`src/rtl/wfg_wb_decoder_pkg.sv`:
```
// -----------------------------------------------------------------------------
// wfg_wb_decoder_pkg
// Shared definitions for the Wishbone 1:N address decoder:
//   - state_t       : decoder FSM states
//   - SLAVE_BASE    : adr[19:8] match value per slave (entry 0 = timer)
//   - DEFAULT_DATA  : read data returned by the internal default slave
//   - TIMEOUT_DATA  : read data returned when a slave never acks
// -----------------------------------------------------------------------------
package wfg_wb_decoder_pkg;

  localparam int MAX_SLAVES = 8;
  localparam int SEL_W      = 3;

  typedef enum logic [1:0] {
    IDLE = 2'd0,
    WAIT = 2'd1,
    RESP = 2'd2,
    DEF  = 2'd3
  } state_t;

  // Element k is the 12-bit window selector of slave k.
  localparam logic [MAX_SLAVES-1:0][11:0] SLAVE_BASE = {
    12'hE07, 12'hE06, 12'hE05, 12'hE04,
    12'hE03, 12'hE02, 12'hE01, 12'hE00
  };

  localparam logic [31:0] DEFAULT_DATA = 32'hDEAD_BEEF;
  localparam logic [31:0] TIMEOUT_DATA = 32'hBAAD_F00D;

endpackage

```
`src/rtl/wfg_wb_decoder_if.sv`:
```
// -----------------------------------------------------------------------------
// wfg_wb_decoder_if
// Bundles the SoC-facing Wishbone slave port (wbs_*) and the fan-out towards
// the downstream slaves (wbm_*).
//   modport slave  : the decoder's view
//   modport master : the view of the SoC master plus the downstream slaves
// Parameter NUM_SLAVES sizes the per-slave vectors.
// -----------------------------------------------------------------------------
interface wfg_wb_decoder_if #(
  parameter int NUM_SLAVES = 4
);

  logic                     wbs_cyc_i;
  logic                     wbs_stb_i;
  logic                     wbs_we_i;
  logic [31:0]              wbs_adr_i;
  logic [31:0]              wbs_dat_i;
  logic [3:0]               wbs_sel_i;
  logic                     wbs_ack_o;
  logic [31:0]              wbs_dat_o;

  logic [NUM_SLAVES-1:0]    wbm_cyc_o;
  logic [NUM_SLAVES-1:0]    wbm_stb_o;
  logic                     wbm_we_o;
  logic [31:0]              wbm_adr_o;
  logic [31:0]              wbm_dat_o;
  logic [3:0]               wbm_sel_o;
  logic [NUM_SLAVES-1:0]    wbm_ack_i;
  logic [32*NUM_SLAVES-1:0] wbm_dat_i;

  modport slave (
    input  wbs_cyc_i, wbs_stb_i, wbs_we_i, wbs_adr_i, wbs_dat_i, wbs_sel_i,
    output wbs_ack_o, wbs_dat_o,
    output wbm_cyc_o, wbm_stb_o, wbm_we_o, wbm_adr_o, wbm_dat_o, wbm_sel_o,
    input  wbm_ack_i, wbm_dat_i
  );

  modport master (
    output wbs_cyc_i, wbs_stb_i, wbs_we_i, wbs_adr_i, wbs_dat_i, wbs_sel_i,
    input  wbs_ack_o, wbs_dat_o,
    input  wbm_cyc_o, wbm_stb_o, wbm_we_o, wbm_adr_o, wbm_dat_o, wbm_sel_o,
    output wbm_ack_i, wbm_dat_i
  );

endinterface

```
`src/rtl/wfg_wb_decoder.sv`:
```
// -----------------------------------------------------------------------------
// wfg_wb_decoder
// Wishbone 1:N decoder. A request is routed to the slave whose SLAVE_BASE
// equals wbs_adr_i[19:8]; unmatched addresses are answered by an internal
// default slave (DEADBEEF on reads, writes dropped, sticky error raised).
//
// Ports
//   clk        : clock, rising edge
//   rst_n      : asynchronous active-low reset
//   bus        : wfg_wb_decoder_if.slave (wbs_* from SoC, wbm_* to slaves)
//   err_o      : sticky bus-error flag
//   clr_err_i  : synchronous clear of err_o (a simultaneous set wins)
//
// Optional build macro
//   WFG_WB_TIMEOUT_EN : adds a watchdog that completes a WAIT with
//                       TIMEOUT_DATA and raises err_o after TIMEOUT_CYCLES.
// -----------------------------------------------------------------------------
module wfg_wb_decoder
  import wfg_wb_decoder_pkg::*;
#(
  parameter int NUM_SLAVES     = 4,
  parameter int TIMEOUT_CYCLES = 255
) (
  input  logic            clk,
  input  logic            rst_n,
  wfg_wb_decoder_if.slave bus,
  output logic            err_o,
  input  logic            clr_err_i
);

  state_t                r_state;
  state_t                w_state_next;
  logic [SEL_W-1:0]      r_sel_q;
  logic [31:0]           r_dat;
  logic                  r_err;

  logic                  w_req;
  logic [NUM_SLAVES-1:0] w_hit;
  logic                  w_dec_hit;
  logic [SEL_W-1:0]      w_dec_idx;
  logic                  w_sel_ack;
  logic [31:0]           w_sel_dat;
  logic                  w_timeout;
  logic [NUM_SLAVES-1:0] w_cyc;
  logic                  w_ack;
  logic                  w_load_dat;
  logic [31:0]           w_dat_next;
  logic                  w_err_set;

  assign w_req = bus.wbs_cyc_i & bus.wbs_stb_i;

  // Shared fan-out: slaves only act on these while their own strobe is high.
  assign bus.wbm_we_o  = bus.wbs_we_i;
  assign bus.wbm_adr_o = bus.wbs_adr_i;
  assign bus.wbm_dat_o = bus.wbs_dat_i;
  assign bus.wbm_sel_o = bus.wbs_sel_i;

  // Address decode: one comparator per slave window.
  for (genvar gi = 0; gi < NUM_SLAVES; gi++) begin : g_dec
    assign w_hit[gi] = (bus.wbs_adr_i[19:8] == SLAVE_BASE[gi]);
  end

  always_comb begin
    w_dec_hit = 1'b0;
    w_dec_idx = '0;
    for (int k = NUM_SLAVES - 1; k >= 0; k--) begin
      if (w_hit[k]) begin
        w_dec_hit = 1'b1;
        w_dec_idx = SEL_W'(k);
      end
    end
  end

  // Only the slave latched in r_sel_q may complete the transfer.
  always_comb begin
    w_sel_ack = 1'b0;
    w_sel_dat = '0;
    for (int k = 0; k < NUM_SLAVES; k++) begin
      if (r_sel_q == SEL_W'(k)) begin
        w_sel_ack = bus.wbm_ack_i[k];
        w_sel_dat = bus.wbm_dat_i[32*k +: 32];
      end
    end
  end

`ifdef WFG_WB_TIMEOUT_EN
  logic [15:0] r_tmo_cnt;

  // Held at zero outside WAIT, so every WAIT entry starts from zero.
  always_ff @(posedge clk or negedge rst_n) begin
    if (!rst_n) begin
      r_tmo_cnt <= '0;
    end else if (r_state != WAIT) begin
      r_tmo_cnt <= '0;
    end else begin
      r_tmo_cnt <= r_tmo_cnt + 16'd1;
    end
  end

  // Fires on the edge that closes the TIMEOUT_CYCLES-th WAIT cycle.
  assign w_timeout = (r_state == WAIT) && (r_tmo_cnt == 16'(TIMEOUT_CYCLES - 1));
`else
  logic w_unused_tmo;
  assign w_unused_tmo = (TIMEOUT_CYCLES > 0);
  assign w_timeout    = 1'b0;
`endif

  // FSM: state register
  always_ff @(posedge clk or negedge rst_n) begin
    if (!rst_n) begin
      r_state <= IDLE;
    end else begin
      r_state <= w_state_next;
    end
  end

  // FSM: next state. A dropped cycle outranks a same-cycle ack.
  always_comb begin
    w_state_next = r_state;
    unique case (r_state)
      IDLE: if (w_req) w_state_next = w_dec_hit ? WAIT : DEF;
      WAIT: begin
        if (!bus.wbs_cyc_i)             w_state_next = IDLE;
        else if (w_sel_ack || w_timeout) w_state_next = RESP;
      end
      RESP:    w_state_next = IDLE;
      DEF:     w_state_next = IDLE;
      default: w_state_next = IDLE;
    endcase
  end

  // FSM: outputs
  always_comb begin
    w_cyc = '0;
    w_ack = 1'b0;
    unique case (r_state)
      WAIT:      w_cyc = NUM_SLAVES'(1) << r_sel_q;
      RESP, DEF: w_ack = 1'b1;
      default:   ;
    endcase
  end

  assign bus.wbm_cyc_o = w_cyc;
  assign bus.wbm_stb_o = w_cyc;
  assign bus.wbs_ack_o = w_ack;

  // Response data and error events, all taken on the edge entering RESP/DEF.
  always_comb begin
    w_load_dat = 1'b0;
    w_dat_next = r_dat;
    w_err_set  = 1'b0;
    if (r_state == IDLE && w_req && !w_dec_hit) begin
      w_err_set  = 1'b1;
      w_load_dat = !bus.wbs_we_i;
      w_dat_next = DEFAULT_DATA;
    end else if (r_state == WAIT && bus.wbs_cyc_i) begin
      if (w_sel_ack) begin
        w_load_dat = 1'b1;
        w_dat_next = w_sel_dat;
      end else if (w_timeout) begin
        w_load_dat = 1'b1;
        w_dat_next = TIMEOUT_DATA;
        w_err_set  = 1'b1;
      end
    end
  end

  always_ff @(posedge clk or negedge rst_n) begin
    if (!rst_n) begin
      r_sel_q <= '0;
      r_dat   <= '0;
      r_err   <= 1'b0;
    end else begin
      if (r_state == IDLE && w_req) r_sel_q <= w_dec_idx;
      if (w_load_dat)               r_dat   <= w_dat_next;
      r_err <= w_err_set | (r_err & ~clr_err_i);
    end
  end

  assign bus.wbs_dat_o = r_dat;
  assign err_o         = r_err;

endmodule

```
`src/flat_wrapper.sv`:
```
// flat-port wrapper written by rule: the top's interface ports become plain ports
module wfg_wb_decoder_flat import wfg_wb_decoder_pkg::*;
#(
  parameter int NUM_SLAVES     = 4,
  parameter int TIMEOUT_CYCLES = 255
)
  (clk, rst_n, err_o, clr_err_i, bus_wbs_cyc_i, bus_wbs_stb_i, bus_wbs_we_i, bus_wbs_adr_i, bus_wbs_dat_i, bus_wbs_sel_i, bus_wbs_ack_o, bus_wbs_dat_o, bus_wbm_cyc_o, bus_wbm_stb_o, bus_wbm_we_o, bus_wbm_adr_o, bus_wbm_dat_o, bus_wbm_sel_o, bus_wbm_ack_i, bus_wbm_dat_i);
  wfg_wb_decoder_if #(.NUM_SLAVES(NUM_SLAVES)) bus_i ();
  input  logic clk;
  input  logic rst_n;
  output logic err_o;
  input  logic clr_err_i;
  input wire logic [$bits(bus_i.wbs_cyc_i)-1:0] bus_wbs_cyc_i;
  input wire logic [$bits(bus_i.wbs_stb_i)-1:0] bus_wbs_stb_i;
  input wire logic [$bits(bus_i.wbs_we_i)-1:0] bus_wbs_we_i;
  input wire logic [$bits(bus_i.wbs_adr_i)-1:0] bus_wbs_adr_i;
  input wire logic [$bits(bus_i.wbs_dat_i)-1:0] bus_wbs_dat_i;
  input wire logic [$bits(bus_i.wbs_sel_i)-1:0] bus_wbs_sel_i;
  output wire logic [$bits(bus_i.wbs_ack_o)-1:0] bus_wbs_ack_o;
  output wire logic [$bits(bus_i.wbs_dat_o)-1:0] bus_wbs_dat_o;
  output wire logic [$bits(bus_i.wbm_cyc_o)-1:0] bus_wbm_cyc_o;
  output wire logic [$bits(bus_i.wbm_stb_o)-1:0] bus_wbm_stb_o;
  output wire logic [$bits(bus_i.wbm_we_o)-1:0] bus_wbm_we_o;
  output wire logic [$bits(bus_i.wbm_adr_o)-1:0] bus_wbm_adr_o;
  output wire logic [$bits(bus_i.wbm_dat_o)-1:0] bus_wbm_dat_o;
  output wire logic [$bits(bus_i.wbm_sel_o)-1:0] bus_wbm_sel_o;
  input wire logic [$bits(bus_i.wbm_ack_i)-1:0] bus_wbm_ack_i;
  input wire logic [$bits(bus_i.wbm_dat_i)-1:0] bus_wbm_dat_i;
  assign bus_i.wbs_cyc_i = bus_wbs_cyc_i;
  assign bus_i.wbs_stb_i = bus_wbs_stb_i;
  assign bus_i.wbs_we_i = bus_wbs_we_i;
  assign bus_i.wbs_adr_i = bus_wbs_adr_i;
  assign bus_i.wbs_dat_i = bus_wbs_dat_i;
  assign bus_i.wbs_sel_i = bus_wbs_sel_i;
  assign bus_wbs_ack_o = bus_i.wbs_ack_o;
  assign bus_wbs_dat_o = bus_i.wbs_dat_o;
  assign bus_wbm_cyc_o = bus_i.wbm_cyc_o;
  assign bus_wbm_stb_o = bus_i.wbm_stb_o;
  assign bus_wbm_we_o = bus_i.wbm_we_o;
  assign bus_wbm_adr_o = bus_i.wbm_adr_o;
  assign bus_wbm_dat_o = bus_i.wbm_dat_o;
  assign bus_wbm_sel_o = bus_i.wbm_sel_o;
  assign bus_i.wbm_ack_i = bus_wbm_ack_i;
  assign bus_i.wbm_dat_i = bus_wbm_dat_i;
  wfg_wb_decoder #(.NUM_SLAVES(NUM_SLAVES), .TIMEOUT_CYCLES(TIMEOUT_CYCLES)) u_core (.clk(clk), .rst_n(rst_n), .bus(bus_i), .err_o(err_o), .clr_err_i(clr_err_i));
endmodule
```
`config.mk`:
```
export PLATFORM = sky130hd
export DESIGN_NAME = wfg_wb_decoder_flat
export DESIGN_NICKNAME = d
export VERILOG_FILES = /design/src/rtl/wfg_wb_decoder_pkg.sv /design/src/rtl/wfg_wb_decoder_if.sv /design/src/rtl/wfg_wb_decoder.sv /design/src/flat_wrapper.sv
export SDC_FILE = /design/constraint.sdc
export NUM_CORES = 1
export LEC_CHECK = 0
export BUFFER_PORTS_ARGS = -buffer_cell sky130_fd_sc_hd__buf_2
export CORE_AREA = 2 2 123 125
export DETAILED_ROUTE_END_ITERATION = 7
export DIE_AREA = 0 0 125 127
export PLACE_DENSITY_LB_ADDON = 0.3
export SETUP_SLACK_MARGIN = 0.02
export SLEW_MARGIN = 20
export SYNTH_ARGS = -nofsm -noshare
export SYNTH_HDL_FRONTEND = slang
export SYNTH_SLANG_ARGS = --single-unit
```
`constraint.sdc`:
```
create_clock -name clk -period 3.75 [get_ports clk]
set_input_delay 0.5625 -clock clk [delete_from_list [all_inputs] [get_ports clk]]
set_output_delay 0.5625 -clock clk [all_outputs]
set_load 0.01 [all_outputs]
```
Word-level counts from Yosys, hierarchy flattened
Cells that the tools add are included.
- register bits: 38
- input port bits: 206
- output and inout bits: 111
- word-level logic and storage cells: 63
- equal/unequal tests: 12
- shift operators: 1
- multiplexer cells: 30
- bitwise gates (word level): 4
- reductions and logical operators: 12
- operator list (operator ; count):
    32-bit two-way mux ; 7
    12-bit == test (second input constant) ; 4
    1-bit two-way mux ; 13
    2-bit two-way mux ; 5
    3-bit two-way mux ; 3
    3-bit by 2-bit == test with 1-bit output (second input constant) ; 2
    2-bit case mux with 3 select lines ; 1
    2-bit == test (second input constant) ; 2
    4-bit two-way mux ; 1
    2-bit nonzero test ; 2
    1-bit by 3-bit left shift with 4-bit output (first input constant) ; 1
    3-bit by 1-bit == test with 1-bit output (second input constant) ; 1
    1-bit logical AND ; 3
    3-bit logical NOT ; 1
    3-bit by 2-bit inequality test with 1-bit output (second input constant) ; 1
    3-bit AND reduction ; 1
    1-bit AND ; 2
    2-bit by 1-bit == test with 1-bit output (second input constant) ; 1
    1-bit logical NOT ; 2
    2-bit logical NOT ; 1
    2-bit by 1-bit inequality test with 1-bit output (second input constant) ; 1
    2-bit AND reduction ; 1
    2-bit OR reduction ; 1
    1-bit inverter ; 1
    1-bit OR ; 1

Longest topological paths before layout
- depth after elaboration: 9
- mapped depth: 6
- depth with buffers taken out: 3

Worst setup path after synthesis
Ideal clock, no wire load.
- path kind: register -> output
- start: reg u_core.r_sel_q[1]
- end: out bus_wbm_stb_o[0]
- arrival time: 1.487 ns
- required time: 3.188 ns
- slack: 1.700 ns
- cell stages (with the launch flop): 6
- path buffers: 4
- cells stage by stage: dfrtp_1 -> buf_2 -> buf_2 -> buf_2 -> nor3b_1 -> buf_4
- longest elaborated chain between the ends: 2
- ends and longest elaborated chain (item ; line ; text):
    start, declared ; wfg_wb_decoder.sv:33 ; logic [SEL_W-1:0] r_sel_q;
    start signal, assigned ; wfg_wb_decoder.sv:174 ; if (r_state == IDLE && w_req) r_sel_q <= w_dec_idx;
    1-bit by 3-bit left shift with 4-bit output ; wfg_wb_decoder.sv:137 ; WAIT: w_cyc = NUM_SLAVES'(1) << r_sel_q;
    4-bit two-way mux ; wfg_wb_decoder.sv:136 ; unique case (r_state)
    end, declared ; flat_wrapper.sv:22 ; output wire logic [$bits(bus_i.wbm_stb_o)-1:0] bus_wbm_stb_o;
No other way between the ends.

Final worst setup path
- start: reg u_core.r_sel_q[0]
- end: reg u_core.r_dat[14] (netlist: u_core.bus.wbs_dat_o[14])
- longest elaborated chain between the ends: 9
- elaborated cells between the ends (all ways): 20
- classes of those cells: 3 x eq/ne; 14 x mux; 3 x reduce/logical
- ends and longest elaborated chain (item ; line ; text):
    3-bit logical NOT ; wfg_wb_decoder.sv:79 ; if (r_sel_q == SEL_W'(k)) begin
    1-bit two-way mux (4 in a row) ; wfg_wb_decoder.sv:79 ;
    1-bit two-way mux ; wfg_wb_decoder.sv:157 ; if (w_sel_ack) begin
    1-bit two-way mux ; wfg_wb_decoder.sv:156 ; end else if (r_state == WAIT && bus.wbs_cyc_i) begin
    1-bit two-way mux ; wfg_wb_decoder.sv:152 ; if (r_state == IDLE && w_req && !w_dec_hit) begin
    3-bit AND reduction (no line) ; -- ;
    end signal, assigned ; wfg_wb_decoder.sv:175 ; if (w_load_dat) r_dat <= w_dat_next;
    end, declared ; wfg_wb_decoder.sv:34 ; logic [31:0] r_dat;
Several ways; a longest one is shown, not always the timed one. The select of a mux whose other input is x is not followed.
A chain may end at the register's enable or synchronous reset.

==> impl_metrics.json <==
{
  "hpwlAfterDp_mm": 7.16,
  "grt-ovfl-total": 0,
  "p_per_area_nw_per_um2": 352,
  "synth-seq-cells": 37,
  "post-synth-top-area-fraction": 0.310,
  "worst-path-buf-inv": 1,
  "ir_drop_uv": 189,
  "timing.final.crit_period_ns": 2.53,
  "drt-total-wl_mm": 9.19,
  "crit_chain": "mux4_2 -> nand2_1 -> buf_4 -> a31o_2",
  "cp_slowest_stage_delay_ns": 0.78,
  "final_common_cell": "buf_2",
  "drv_slew": 0,
  "critPathMaxFanout": 34,
  "cts_setup_buffers": 0,
  "fin_hold_ws_ns": 0.408,
  "startpoint": "u_core.r_sel_q[0]",
  "diodes": 0,
  "syn_avg_cell_area_um2": 11.6,
  "hold_path_class": "in2async",
  "clk_pin_slew_ns": 0.06,
  "critPathTopFamily": "multiplexers",
  "grt_pass1_wl_mm": 14.5,
  "finalCritPeriodShare": 0.674,
  "hold_viol_final": 0,
  "slew_headroom": 0.414,
  "seq_area_frac_synth": 0.310,
  "drv_cap": 0,
  "status": "finished clean",
  "finClkSkew_ns": 0.00344,
  "final_cell_mix": "204 x buf_2, 35 x dfrtp_1, 33 x mux4_2",
  "clock_latency_ns": 0.28,
  "final_util": 0.260,
  "cts_sinks": 37,
  "fin_nets": 584,
  "numCtsBuffers": 5,
  "cts_resized": 0,
  "vias_per_cell": 4.52,
  "required_ns": 3.92,
  "drc": 0,
  "yosys.area.top_type": "dfrtp_1",
  "rsz0062_at_grt": "no",
  "avgRoutedWirePerCell_um": 16.3,
  "first_iter_violations": 52,
  "die_h_um": 127,
  "drtAntennaViolNets": 0,
  "setup_viol": 0,
  "synthToLayoutAreaGrowth_pct": 25.9,
  "die_w_um": 125,
  "core-area_um2": 14400,
  "grt_usage": 0.114,
  "ys_types": 27,
  "io_buffers": 204,
  "clock_path_buffers": 2,
  "antenna_found_initial": 0,
  "cts_tree": "done",
  "die_area_um2": 15900,
  "cts_root_buffer": "clkbuf_16",
  "cp-end-kind": "flop",
  "syn-cell-area_um2": 2990,
  "cp_slowest_cell": "mux4_2",
  "fmax_mhz": 396,
  "worst_pin_slew_ns": 0.879,
  "grt_pass1_vias": 2754,
  "drt_first_pass_iters": 4,
  "setup-tns-final_ns": 0,
  "timing.rr.start": "u_core.r_sel_q[0]",
  "synthTopCellsByArea": "dfrtp_1 31%, mux4_2 25%, buf_4 19%, a2bb2oi_1 7.0%, a21oi_1 4.0%",
  "grt_max_degree": 38,
  "start_util": 0.207,
  "p_leak_nw": 1.73,
  "critPathKind": "reg2reg",
  "cp.arrival_ns": 2.69,
  "cts_hold_buffers": 0,
  "synth_fp_nets": 463,
  "gp_congestion": 0.672,
  "num_rows": 44,
  "vias": 2544,
  "cp-start-kind": "flop",
  "drive_gt1_frac": 0.681,
  "io_pins": 317,
  "synthCells": 257,
  "cts_max_level": 2,
  "yosysWarnings": 0
}
[final cells by class]
type / count / area, um^2
Multi-Input combinational cell: 122 / 1370
Fill cell: 1580 / 10700
Sequential cell: 37 / 928
Clock inverter: 1 / 5.00
Timing Repair Buffer: 209 / 1060
Tap cell: 184 / 230
Inverter: 3 / 11.3
Clock buffer: 7 / 153
[worst reg2reg max path: cells and delay by family (launching register included)]
kind / cells / cell delay [ns]
muxes: 1 / 0.78
and+or+nand+nor: 1 / 0.60
DFF: 1 / 0.41
buffers and inverters: 1 / 0.39
AOI/OAI and AO/OA: 1 / 0.25
[flip-flops by register name (all words and copies together), names as in the netlist]
| register | cells |
|---|---|
| u_core.bus.wbs_dat_o | 32 |
| u_core.r_sel_q | 2 |
| u_core.r_state | 2 |
| u_core.err_o | 1 |
[through the flow]
stage                     cell area, um^2  instances  setup WS [ns]  total power, mW
after detailed placement             3600        555          0.999            0.895
after CTS                            3760        563           1.16             1.35
after global placement               3600        555           1.08            0.889
final                                3760        563           1.22             1.32
after global routing                 3760        563          0.982             1.41
after floorplan                      2990        257           1.70            0.760
[power by group]
part / leakage, nW / total, mW / internal (mW) / switching [mW]
combinational: 1.25 / 0.365 / 0.191 / 0.173
sequential: 0.405 / 0.514 / 0.472 / 0.0420
clock: 0.0799 / 0.443 / 0.282 / 0.162
[cell usage after synthesis, drive strengths merged]
cell,n
or2,1
o22ai,1
inv,3
o21ai,4
nor3b,1
dfrtp,37
nand2,6
o311ai,1
nor2,1
clkbuf,9
and3,9
nor2b,1
a2bb2oi,24
nand4b,1
and4bb,1
a21oi,24
buf,86
or4,1
and3b,2
nand4bb,1
a31o,8
or3,1
nor3,1
mux4,33
[cells by family after synthesis]
group | after synthesis | share of synthesized area
flops | 37 | 0.310
mux | 33 | 0.249
buf+inv | 98 | 0.231
compound gates | 62 | 0.152
simple gates | 27 | 0.0587
[final timing paths]
| path | to | cells after the start | slack, ns |
|---|---|---|---|
| worst max register to register | u_core.bus.wbs_dat_o[14] | 4 | 1.22 |
| min in group clk | u_core.err_o | 2 | 0.47 |
| max in group asynchronous | u_core.r_sel_q[0] | 1 | 2.74 |
| worst max-delay path | u_core.bus.wbs_dat_o[14] | 4 | 1.22 |
| worst min register to register | u_core.bus.wbs_dat_o[24] | 1 | 0.49 |
| worst min-delay path | u_core.bus.wbs_dat_o[3] | 1 | 0.41 |
[metal layers]
metal  vias to the layer above  track usage  routed length, um
met5                         -            0                  0
met3                        40       0.0339                832
met2                       137        0.201               4530
met1                      1226        0.131               3600
li1                       1141            -                  -
met4                         0       0.0458                222
Note: power is estimated with default switching activity, not from simulation.
